==> src/rtl/az_sequencer_if.sv <==
// az_sequencer_if: control, ADC handshake and sample-report signals of the auto-zero sequencer.
interface az_sequencer_if;
  logic        run;
  logic        az_enable;
  logic [31:0] clk_settle_duration;
  logic [31:0] clk_timeout;
  logic        adc_measure_valid;
  logic        adc_measure_trig;
  logic        az_mux;
  logic        sample_valid;
  logic        sample_is_lo;
  logic [15:0] sample_count;
  logic        err_timeout;
  logic [5:0]  monitor;
  modport master (
    output run, az_enable, clk_settle_duration, clk_timeout, adc_measure_valid,
    input  adc_measure_trig, az_mux, sample_valid, sample_is_lo, sample_count, err_timeout, monitor
  );
  modport slave (
    input  run, az_enable, clk_settle_duration, clk_timeout, adc_measure_valid,
    output adc_measure_trig, az_mux, sample_valid, sample_is_lo, sample_count, err_timeout, monitor
  );
endinterface

==> src/rtl/az_sequencer.sv <==
// az_sequencer: alternates the ADC input mux between hi/lo, settles, triggers the ADC and reports tagged samples.
module az_sequencer (
  input logic           clk,
  input logic           reset_n,
  az_sequencer_if.slave az
);
  typedef enum logic [2:0] {
    IDLE    = 3'd0,
    SETTLE  = 3'd1,
    TRIG    = 3'd2,
    MEASURE = 3'd3,
    DONE    = 3'd4,
    ERROR   = 3'd5
  } state_t;
  state_t      state_q;
  logic [31:0] cnt_q;
  logic [31:0] tmo_q;
  logic        first_q;
  logic        phase_q;
  logic        trig_q;
  logic        mux_q;
  logic        sv_q;
  logic        lo_q;
  logic        err_q;
  logic [15:0] sample_count_q;
  always_ff @(posedge clk or negedge reset_n) begin
    if (!reset_n) begin
      state_q        <= IDLE;
      cnt_q          <= '0;
      tmo_q          <= '0;
      first_q        <= 1'b0;
      phase_q        <= 1'b0;
      trig_q         <= 1'b0;
      mux_q          <= 1'b0;
      sv_q           <= 1'b0;
      lo_q           <= 1'b0;
      err_q          <= 1'b0;
      sample_count_q <= '0;
    end else begin
      trig_q <= 1'b0;
      sv_q   <= 1'b0;
      case (state_q)
        IDLE: if (az.run) begin
          state_q <= SETTLE;
          cnt_q   <= az.clk_settle_duration;
          phase_q <= 1'b0;
          mux_q   <= 1'b0;
          err_q   <= 1'b0;
        end
        SETTLE: if (cnt_q == 32'd0) begin
          state_q <= TRIG;
          trig_q  <= 1'b1;
        end else cnt_q <= cnt_q - 32'd1;
        TRIG: begin
          state_q <= MEASURE;
          tmo_q   <= az.clk_timeout;
          first_q <= 1'b1;
        end
        MEASURE: begin
          first_q <= 1'b0;
          // valid is stale on the first cycle: the ADC clears it on the edge that samples the trigger
          if (!first_q && az.adc_measure_valid) begin
            state_q <= DONE;
            sv_q    <= 1'b1;
            lo_q    <= phase_q;
          end else if (tmo_q == 32'd0) begin
            state_q <= ERROR;
            err_q   <= 1'b1;
            mux_q   <= 1'b0;
          end else tmo_q <= tmo_q - 32'd1;
        end
        DONE: begin
          sample_count_q <= sample_count_q + 16'd1;
          phase_q        <= az.az_enable & ~phase_q;
          mux_q          <= az.az_enable & ~phase_q;
          cnt_q          <= az.clk_settle_duration;
          state_q        <= SETTLE;
        end
        ERROR: if (!az.run) state_q <= IDLE;
        default: state_q <= IDLE;
      endcase
      // abort overrides any transition, new trigger or new sample taken this cycle
      if (!az.run && state_q inside {SETTLE, TRIG, MEASURE, DONE}) begin
        state_q <= IDLE;
        mux_q   <= 1'b0;
        trig_q  <= 1'b0;
        sv_q    <= 1'b0;
      end
    end
  end
  assign az.adc_measure_trig = trig_q;
  assign az.az_mux           = mux_q;
  assign az.sample_valid     = sv_q;
  assign az.sample_is_lo     = lo_q;
  assign az.sample_count     = sample_count_q;
  assign az.err_timeout      = err_q;
  assign az.monitor          = {state_q, mux_q, az.adc_measure_valid, trig_q};
endmodule

==> src/flat_wrapper.sv <==
// flat-port wrapper written by rule: the top's interface ports become plain ports
module az_sequencer_flat 
  (clk, reset_n, az_run, az_az_enable, az_clk_settle_duration, az_clk_timeout, az_adc_measure_valid, az_adc_measure_trig, az_az_mux, az_sample_valid, az_sample_is_lo, az_sample_count, az_err_timeout, az_monitor);
  az_sequencer_if az_i ();
  input logic clk;
  input logic reset_n;
  input wire logic [$bits(az_i.run)-1:0] az_run;
  input wire logic [$bits(az_i.az_enable)-1:0] az_az_enable;
  input wire logic [$bits(az_i.clk_settle_duration)-1:0] az_clk_settle_duration;
  input wire logic [$bits(az_i.clk_timeout)-1:0] az_clk_timeout;
  input wire logic [$bits(az_i.adc_measure_valid)-1:0] az_adc_measure_valid;
  output wire logic [$bits(az_i.adc_measure_trig)-1:0] az_adc_measure_trig;
  output wire logic [$bits(az_i.az_mux)-1:0] az_az_mux;
  output wire logic [$bits(az_i.sample_valid)-1:0] az_sample_valid;
  output wire logic [$bits(az_i.sample_is_lo)-1:0] az_sample_is_lo;
  output wire logic [$bits(az_i.sample_count)-1:0] az_sample_count;
  output wire logic [$bits(az_i.err_timeout)-1:0] az_err_timeout;
  output wire logic [$bits(az_i.monitor)-1:0] az_monitor;
  assign az_i.run = az_run;
  assign az_i.az_enable = az_az_enable;
  assign az_i.clk_settle_duration = az_clk_settle_duration;
  assign az_i.clk_timeout = az_clk_timeout;
  assign az_i.adc_measure_valid = az_adc_measure_valid;
  assign az_adc_measure_trig = az_i.adc_measure_trig;
  assign az_az_mux = az_i.az_mux;
  assign az_sample_valid = az_i.sample_valid;
  assign az_sample_is_lo = az_i.sample_is_lo;
  assign az_sample_count = az_i.sample_count;
  assign az_err_timeout = az_i.err_timeout;
  assign az_monitor = az_i.monitor;
  az_sequencer u_core (.clk(clk), .reset_n(reset_n), .az(az_i));
endmodule
==> config.mk <==
export PLATFORM = sky130hd
export DESIGN_NAME = az_sequencer_flat
export DESIGN_NICKNAME = d
export VERILOG_FILES = /design/src/rtl/az_sequencer_if.sv /design/src/rtl/az_sequencer.sv /design/src/flat_wrapper.sv
export SDC_FILE = /design/constraint.sdc
export NUM_CORES = 1
export LEC_CHECK = 0
export CORE_AREA = 2 2 100 102
export DETAILED_ROUTE_END_ITERATION = 8
export DIE_AREA = 0 0 102 104
export DONT_BUFFER_PORTS = 1
export PLACE_DENSITY = 0.75
export SYNTH_ARGS = -nofsm -noshare
export SYNTH_HDL_FRONTEND = slang
export SYNTH_SLANG_ARGS = --single-unit
==> constraint.sdc <==
create_clock -name clk -period 3.05 [get_ports clk]
set_input_delay 0.7625 -clock clk [delete_from_list [all_inputs] [get_ports clk]]
set_output_delay 0.7625 -clock clk [all_outputs]
set_load 0.05 [all_outputs]
==> results.yml, run 1 <==
cells_and_area:
  layout-drive-gt1-share_pct: 8.634
  fillers: 884
  syn2layout_area_growth_pct: 7.261
  nets: 704
  n_antenna_cell: 0
floorplan:
  num_rows: 36
  core_sq_um: 9549
  ios: 96
  die_h_microns: 104
  die-area_sq_um: 10610
  die_x_microns: 102
  start_util_pct: 56.12
timing:
  rsz0062_at_grt: "no"
  slew_headroom_pct: 38.67
  final_max_slew_viol_count: 0
  setup_viol: 0
  tightest_slew_ns: 0.9200
  final.setup.tns_ns: 0
  finalCritPeriodShare_pct: 95.85
  fin_skew_ns: 0.008890
  period_needed_ns: 2.923
  hold_viol: 0
  max_freq_ghz: 0.3421
drt:
  route.detailed.drc: 0
  final_antenna_net_count: 0
  drt-total-wl_mm: 13.21
  drt_pass1_iterations: 5
  vias: 4876
  routedWlPerCell_microns: 17.15
  drt_iter0_drc: 337
  viasPerCell: 6.332
synthesis:
  ys_types: 63
  synth.top_cells.by_area: "dfrtp_1 (42%), a21oi_1 (6.7%), o21ai_0 (6.7%)"
  synth_mux_area_share_pct: 0.3969
  synth-edff-count: 0
  syn_inst: 643
  synth-xor-area-share_pct: 2.778
  seq_area_frac_synth_pct: 42.03
  synth-compound-area-share_pct: 25.71
  ys_ff_latch: 90
  yosys_warnings: 0
  synth_top_family_by_area: "compound AO/OA/AOI/OAI gates"
  synthAdderAreaFrac_pct: 0.7004
  post-synth-top-area-cell: "dfrtp_1"
  synth_area_sq_um: 5359
  synth-simple-area-share_pct: 24.03
  synth_fp_nets: 715
  synth.avg_cell_area_sq_um: 8.334
  yosys.area.top_type_share_pct: 42.03
  synth-async-reset-ratio_pct: 100.0
  ys.flop_type: "dfrtp_1"
critical_path:
  critPathRequiredTime_ns: 3.30
  endpoint_kind: "flip-flop"
  critPathLaunchType: "flip-flop"
  critPathCapture: "u_core.tmo_q[29]$_DFFE_PN0P_"
  critPathKind: "reg -> reg"
  cp_max_fo: 9
  cp-startpoint: "u_core.tmo_q[16]$_DFFE_PN0P_"
  crit_path_top_delay_cell: "or4_4"
  r2r-start: "u_core.tmo_q[16]$_DFFE_PN0P_"
  crit_chain: "or4_4 -> or3_4 -> or4_4 -> or4_4 -> o31ai_2 -> a2bb2oi_2"
  path_common_cell: "or4_4"
  max_stage_delay_ns: 0.59
  crit_arrival_ns: 3.18
  r2r_end: "u_core.tmo_q[29]$_DFFE_PN0P_"
  r2r_setup_slack_ns: 0.13
  rr_worst_depth: 6
clock_network:
  clock_sinks: 90
  numCtsBuffers: 9
  h-tree-depth: 3
  cts_tree: "done"
  clock_path_buffers: 2
  root_buffer: "clkbuf_8"
  clock_latency_ns: 0.37
  cts.hold.buffers_added: 0
  path_clk_slew_ns: 0.10
min_path:
  min_path_type: "in -> async"
power_and_ir_drop:
  power_uw: 2632
  p_leak_uw: 0.002204
  power_density_nw_per_um2: 457.9
  ir_drop_mv: 0.2322
global_routing:
  grt_overflow: 0
  grt_pass1_wl_mm: 21.72
  grt_pass1_vias: 4587
  grt_max_degree: 91
  grt_usage_pct: 25.36
  antenna_found_initial: 0
placement:
  port_buffers: 0
  dp_hpwl_mm: 9.284
  gp_congestion: 0.8682
run:
  drv_cap: 0
status:
  outcome: "completed"
-- cell usage after synthesis (4+ instances only) --
| cell | n |
|---|---|
| a21oi_1 | 72 |
| a22oi_1 | 12 |
| a31oi_1 | 9 |
| and2_1 | 4 |
| and3_1 | 5 |
| buf_2 | 4 |
| clkbuf_1 | 36 |
| dfrtp_1 | 90 |
| inv_1 | 10 |
| nand2_1 | 41 |
| nand2b_1 | 11 |
| nand3_1 | 14 |
| nand4_1 | 7 |
| nor2_1 | 71 |
| nor3_1 | 27 |
| nor3b_1 | 5 |
| nor4_1 | 21 |
| o21a_1 | 4 |
| o21ai_0 | 72 |
| o22a_1 | 13 |
| o22ai_1 | 10 |
| o31ai_1 | 9 |
| or3_1 | 15 |
| or4_1 | 13 |
| xnor2_1 | 15 |
-- logic make-up after synthesis --
kind of cell | count (synthesis)
buf+inv | 56
flops | 90
fa+ha+maj | 3
compound gates | 227
simple gates | 248
mux | 2
xor+xnor | 17
-- worst max-delay path: cells and delay by family, from the launching register on --
kind,cells,cell delay [ns]
DFF,1,0.44
AOI/OAI and AO/OA,2,0.30
and+or+nand+nor,4,2.07
-- final cells by class --
type                            count  area, sq um  area share [%]
Clock inverter                      7        68.82           1.197
Multi-Input combinational cell    497         2898           50.41
Tap cell                          133        166.4           2.895
Timing Repair Buffer               23        197.7           3.439
Inverter                           11        41.29          0.7183
Sequential cell                    90         2252           39.18
Clock buffer                        9        123.9           2.155
-- metal layers --
metal / up-vias / share of wire, % / GRT usage, %
li1: 2368 / - / -
met3: 22 / 7.2 / 6.250
met1: 2327 / 45 / 35.29
met5: - / 0 / 0
met2: 159 / 46 / 38.11
met4: 0 / 2.4 / 9.714
-- per-stage QoR --
| stage | utilization [%] | setup slack (ns) | hold slack [ns] | instance area [sq um] | cells |
|---|---|---|---|---|---|
| 2_1_floorplan | - | 0.1993 | 0.4638 | 5359 | 643 |
| 3_3_place_gp | 58.11 | 0.2091 | 0.4711 | 5549 | 754 |
| 3_5_place_dp | 58.11 | 0.1541 | 0.4697 | 5549 | 754 |
| 4_1_cts | 60.13 | 0.1323 | 0.05567 | 5742 | 770 |
| 5_1_grt | 60.19 | 0.04698 | 0.05820 | 5748 | 770 |
| 6_report | 60.19 | 0.1265 | 0.07288 | 5748 | 770 |
-- repair_timing --
item	in CTS	in global routing
setup endpoints to repair	0	16
resized for setup	0	1
setup buffers	0	0
-- registers in the layout, indices dropped and copies added (netlist names) --
name	count
u_core.az.adc_measure_trig	1
u_core.az.az_mux	1
u_core.az.err_timeout	1
u_core.az.sample_count	16
u_core.az.sample_is_lo	1
u_core.az.sample_valid	1
u_core.cnt_q	32
u_core.first_q	1
u_core.phase_q	1
u_core.state_q	3
u_core.tmo_q	32
-- worst min path at each step --
stage	endpoint	slack (ns)	cells after the start
2_1_floorplan	u_core.first_q$_DFFE_PN0P_	0.46	1
3_3_place_gp	u_core.cnt_q[5]$_DFFE_PN0P_	0.47	0
3_5_place_dp	u_core.tmo_q[1]$_DFFE_PN0P_	0.47	0
4_1_cts	u_core.az.sample_valid$_DFF_PN0_	0.06	0
5_1_grt	u_core.tmo_q[21]$_DFFE_PN0P_	0.06	0
6_report	u_core.cnt_q[0]$_DFFE_PN0P_	0.07	0
-- placed cells by master (no fill, tap or decap), types with 4 or more instances in the layout --
master and n:
a31oi_1 9, nor2_1 70, o21a_1 4, or3_1 15, and2_1 4, o22a_1 13
inv_1 10, nand4_1 7, xnor2_1 15, nor3b_1 5, nor3_1 26, nand2b_1 11
nand3_1 14, nor4_1 20, o31ai_1 9, a21oi_1 72, and3_1 5, a22oi_1 12
clkbuf_8 9, o22ai_1 10, buf_4 21, dfrtp_1 90, o21ai_0 71, nand2_1 41
or4_1 13
-- report_power, final --
| group | internal (uW) | total (uW) | switching [uW] |
|---|---|---|---|
| clock | 321 | 808 | 487 |
| sequential | 1310 | 1450 | 143 |
| combinational | 169 | 373 | 205 |
| total | 1800 | 2630 | 835 |
(Power assumes the default switching activity.)
==> run 2, diff against run 1 <==
CORE_AREA = 2 2 139 73   (was 2 2 100 102)
DIE_AREA = 0 0 141 75   (was 0 0 102 104)
PLACE_DENSITY = 0.76   (was 0.75)
==> results.yml, run 2 (synthesis results as in run 1) <==
cells_and_area:
  layout-drive-gt1-share_pct: 8.189
  nets: 703
  layout_commonest_cell: "dfrtp_1"
  mostFrequentLayoutCells: "dfrtp_1 (90), a21oi_1 (72), o21ai_0 (71)"
  syn2layout_area_growth_pct: 8.055
  n_antenna_cell: 0
  stdcell_count: 756
clock_network:
  cts_resized: 0
  path_clk_slew_ns: 0.06
  cts.hold.buffers_added: 0
  h-tree-depth: 3
  clock_latency_ns: 0.35
  clock_path_buffers: 2
  post-cts-setup-buffers: 0
  root_buffer: "clkbuf_16"
  numCtsBuffers: 9
  cts_tree: "done"
  clock_sinks: 90
critical_path:
  crit_path_top_delay_cell: "or4_4"
  critPathRequiredTime_ns: 3.28
  cp_max_fo: 9
  crit_arrival_ns: 3.15
  r2r-start: "u_core.tmo_q[16]$_DFFE_PN0P_"
  rr_worst_depth: 6
  cp.buffers_inverters: 0
  cp-startpoint: "u_core.tmo_q[16]$_DFFE_PN0P_"
  critPathKind: "reg -> reg"
  crit_chain: "or4_4 -> or3_4 -> or4_4 -> or4_4 -> o31ai_2 -> a2bb2oi_2"
  crit_cells: 6
  path_common_cell: "or4_4"
  path_delay_family: "simple AND/OR/NAND/NOR gates"
  critPathCapture: "u_core.tmo_q[29]$_DFFE_PN0P_"
  r2r_setup_slack_ns: 0.13
  r2r_end: "u_core.tmo_q[29]$_DFFE_PN0P_"
  endpoint_kind: "flip-flop"
  critPathLaunchType: "flip-flop"
  max_stage_delay_ns: 0.59
placement:
  dp.cells: 741
  port_buffers: 0
  pre_cts_ws_ns: 0.1499
  gp_congestion: 0.8248
  dp_hpwl_mm: 9.412
power_and_ir_drop:
  ir_drop_mv: 0.3153
  power_uw: 2871
  p_leak_uw: 0.002231
  power_density_nw_per_um2: 495.9
timing:
  whs_ns: 0.1115
  fin_ws_ns: 0.1280
  finalCritPeriodShare_pct: 95.80
  max_freq_ghz: 0.3422
  final.setup.tns_ns: 0
  slew_headroom_pct: 34.80
  setup_viol: 0
  hold_viol: 0
  final_max_slew_viol_count: 0
  rsz0062_at_grt: "no"
  tightest_slew_ns: 0.9780
  period_needed_ns: 2.922
  fin_skew_ns: 0.007021
drt:
  final_antenna_net_count: 0
  route.detailed.drc: 0
  wl_met3_mm: 1.005
  vias: 4891
  drt-total-wl_mm: 13.60
  wl_met1_mm: 5.940
  routedWlPerCell_microns: 17.99
  viasPerCell: 6.470
  drt_iter0_drc: 309
  drt_pass1_iterations: 6
  highest_layer: "met4"
  wl_met2_mm: 6.492
floorplan:
  die-area_sq_um: 10580
  num_rows: 25
  die_x_microns: 141
  core_sq_um: 9290
  ios: 96
  start_util_pct: 57.68
  die_h_microns: 75
global_routing:
  grt_overflow: 0
  grt_pass1_vias: 4643
  antenna_found_initial: 0
  grt_usage_pct: 26.97
  grt_pass1_wl_mm: 22.53
  grt_max_degree: 91
min_path:
  min_path_type: "in -> async"
status:
  outcome: "completed"
run:
  drv_cap: 0
run 2: how the worst min path moves through the flow:
stage | start | to | slack, ns | cells after the start
2_1_floorplan | u_core.first_q$_DFFE_PN0P_ | u_core.first_q$_DFFE_PN0P_ | 0.46 | 1
3_3_place_gp | reset_n | u_core.tmo_q[7]$_DFFE_PN0P_ | 0.47 | 0
3_5_place_dp | reset_n | u_core.tmo_q[2]$_DFFE_PN0P_ | 0.47 | 0
4_1_cts | reset_n | u_core.tmo_q[8]$_DFFE_PN0P_ | 0.11 | 0
5_1_grt | reset_n | u_core.tmo_q[0]$_DFFE_PN0P_ | 0.1 | 0
6_report | reset_n | u_core.tmo_q[2]$_DFFE_PN0P_ | 0.11 | 0
run 2: report_power, final:
part / switching [uW] / internal [uW] / total (uW)
combinational: 207 / 167 / 374
sequential: 147 / 1310 / 1460
clock: 452 / 588 / 1040
total: 806 / 2070 / 2870
run 2: cell type report:
cell class                      count  area, sq um
Clock buffer                       12        256.5
Clock inverter                      3        15.01
Fill cell                         830         3500
Inverter                           11        41.29
Multi-Input combinational cell    497         2897
Sequential cell                    90         2252
Tap cell                          121        151.4
Timing Repair Buffer               22        177.7
run 2: stage by stage:
step / instance area [sq um] / util, %
after floorplan: 5359 / -
after global placement: 5514 / 59.35
after detailed placement: 5514 / 59.35
after CTS: 5786 / 62.28
after global routing: 5791 / 62.33
final: 5791 / 62.33
run 2: worst reg2reg max path, delay by kind of cell (launching register included):
family	cells	cell delay, ns
AOI/OAI and AO/OA	2	0.31
DFF	1	0.42
and+or+nand+nor	4	2.06
run 2: layer usage:
| layer | track usage (%) | vias up |
|---|---|---|
| li1 | - | 2366 |
| met1 | 34.43 | 2340 |
| met2 | 46.12 | 162 |
| met3 | 7.697 | 23 |
| met4 | 7.889 | 0 |
| met5 | 0 | - |
==> run 3, diff against run 2 <==
CORE_AREA = 2 2 137 72   (was 2 2 139 73)
CTS_BUF_LIST = sky130_fd_sc_hd__clkbuf_4   (was default)
DIE_AREA = 0 0 139 74   (was 0 0 141 75)
PLACE_DENSITY = 0.78   (was 0.76)
==> results.yml, run 3 (synthesis results as in run 1) <==
cells_and_area:
  nets: 712
  mostFrequentLayoutCells: "dfrtp_1 (90), a21oi_1 (72), o21ai_0 (71)"
  finalInstanceArea_sq_um: 5767
  layout-drive-gt1-share_pct: 9.612
  syn2layout_area_growth_pct: 7.611
  fillers: 779
  layout_commonest_cell: "dfrtp_1"
floorplan:
  num_rows: 25
  core_sq_um: 9134
  die-area_sq_um: 10290
  ios: 96
  die_h_microns: 74
  start_util_pct: 58.67
  die_x_microns: 139
min_path:
  min_path_type: "in -> async"
drt:
  final_antenna_net_count: 0
  drt-total-wl_mm: 14.73
  vias: 5122
  route.detailed.drc: 0
  drt_pass1_iterations: 7
  viasPerCell: 6.678
  routedWlPerCell_microns: 19.20
  drt_iter0_drc: 711
timing:
  rsz0062_at_grt: "no"
  tightest_slew_ns: 0.9463
  whs_ns: 0.1730
  max_freq_ghz: 0.3442
  slew_headroom_pct: 36.96
  hold_viol: 0
  finalCritPeriodShare_pct: 95.25
  setup_viol: 0
  period_needed_ns: 2.905
  final_max_slew_viol_count: 0
  final.setup.tns_ns: 0
  fin_skew_ns: 0.01879
global_routing:
  grt_overflow: 0
  grt_pass1_vias: 4510
  grt_max_degree: 91
  antenna_found_initial: 0
  grt_usage_pct: 28.82
  grt_pass1_wl_mm: 23.43
critical_path:
  critPathLaunchType: "flip-flop"
  path_common_cell: "or4_4"
  cp_max_fo: 6
  critPathRequiredTime_ns: 3.41
  max_stage_delay_ns: 0.58
  critPathKind: "reg -> reg"
  endpoint_kind: "flip-flop"
  crit_chain: "or4_4 -> or3_4 -> or4_4 -> or4_4 -> o31ai_2 -> a2bb2oi_2"
  crit_arrival_ns: 3.27
  crit_path_top_delay_cell: "or4_4"
clock_network:
  clock_sinks: 90
  numCtsBuffers: 9
  h-tree-depth: 3
  cts_tree: "done"
  clock_path_buffers: 2
  root_buffer: "clkbuf_4"
  path_clk_slew_ns: 0.15
  clock_latency_ns: 0.47
  post-cts-setup-buffers: 0
status:
  outcome: "completed"
power_and_ir_drop:
  ir_drop_mv: 0.1942
  power_density_nw_per_um2: 446.8
  p_leak_uw: 0.002223
placement:
  port_buffers: 0
  postPlaceCellArea_sq_um: 5599
  dp_hpwl_mm: 10.64
  gp_congestion: 0.9247
run:
  drv_cap: 0
[run 3: layout make-up]
cell class                      count  area, sq um  share of cell area [%]
Multi-Input combinational cell    497         2892                   50.14
Inverter                           11        41.29                  0.7160
Sequential cell                    90         2252                   39.05
Tap cell                          121        151.4                   2.625
Clock inverter                      5        55.05                  0.9547
Antenna cell                        1        2.502                 0.04339
Timing Repair Buffer               31        290.3                   5.034
Clock buffer                       11        82.58                   1.432
[run 3: metrics by stage]
step	utilization [%]	setup WS, ns	cells	total power [uW]
4_1_cts	63.11	0.1625	766	2576
6_report	63.14	0.1448	767	2577
3_5_place_dp	61.30	0.1715	749	1868
3_3_place_gp	61.30	0.2502	749	1841
5_1_grt	63.11	0.02523	766	2703
2_1_floorplan	-	0.1993	643	1736
[run 3: critical path: cells and delay by family (launching register included)]
family	cells	cell delay, ns
flip-flops	1	0.47
AND/OR/NAND/NOR	4	2.03
AO/OA/AOI/OAI	2	0.30
[run 3: path summary, 6_finish.rpt]
path	from	to	slack, ns	cells after the start
hold reg to reg	u_core.phase_q$_DFFE_PN0P_	u_core.phase_q$_DFFE_PN0P_	0.54	1
max in group asynchronous	reset_n	u_core.cnt_q[29]$_DFFE_PN0P_	2.49	1
min in group clk	az_run	u_core.state_q[0]$_DFFE_PN0P_	0.43	2
setup / recovery	u_core.tmo_q[16]$_DFFE_PN0P_	u_core.tmo_q[29]$_DFFE_PN0P_	0.14	6
setup reg to reg	u_core.tmo_q[16]$_DFFE_PN0P_	u_core.tmo_q[29]$_DFFE_PN0P_	0.14	6
hold / removal	reset_n	u_core.cnt_q[14]$_DFFE_PN0P_	0.17	1
[run 3: timing repair]
action                    CTS  global route
hold buffers                1             0
hold endpoints to repair   90             0
gates resized for setup     0             0
[run 3: power by group]
group          total [uW]  switching (uW)  internal [uW]
logic                 428             243            185
registers            1460             153           1310
clock network         688             422            266
[run 3: metal layers]
metal | wire, microns | part of all wire [%] | GRT usage [%] | up-vias
met4 | 165 | 1.1 | 6.958 | 0
met1 | 7372 | 50 | 46.35 | 2428
met3 | 1430 | 9.7 | 7.791 | 19
met2 | 5758 | 39 | 37.77 | 276
li1 | - | - | - | 2399
met5 | 0 | 0 | 0 | -
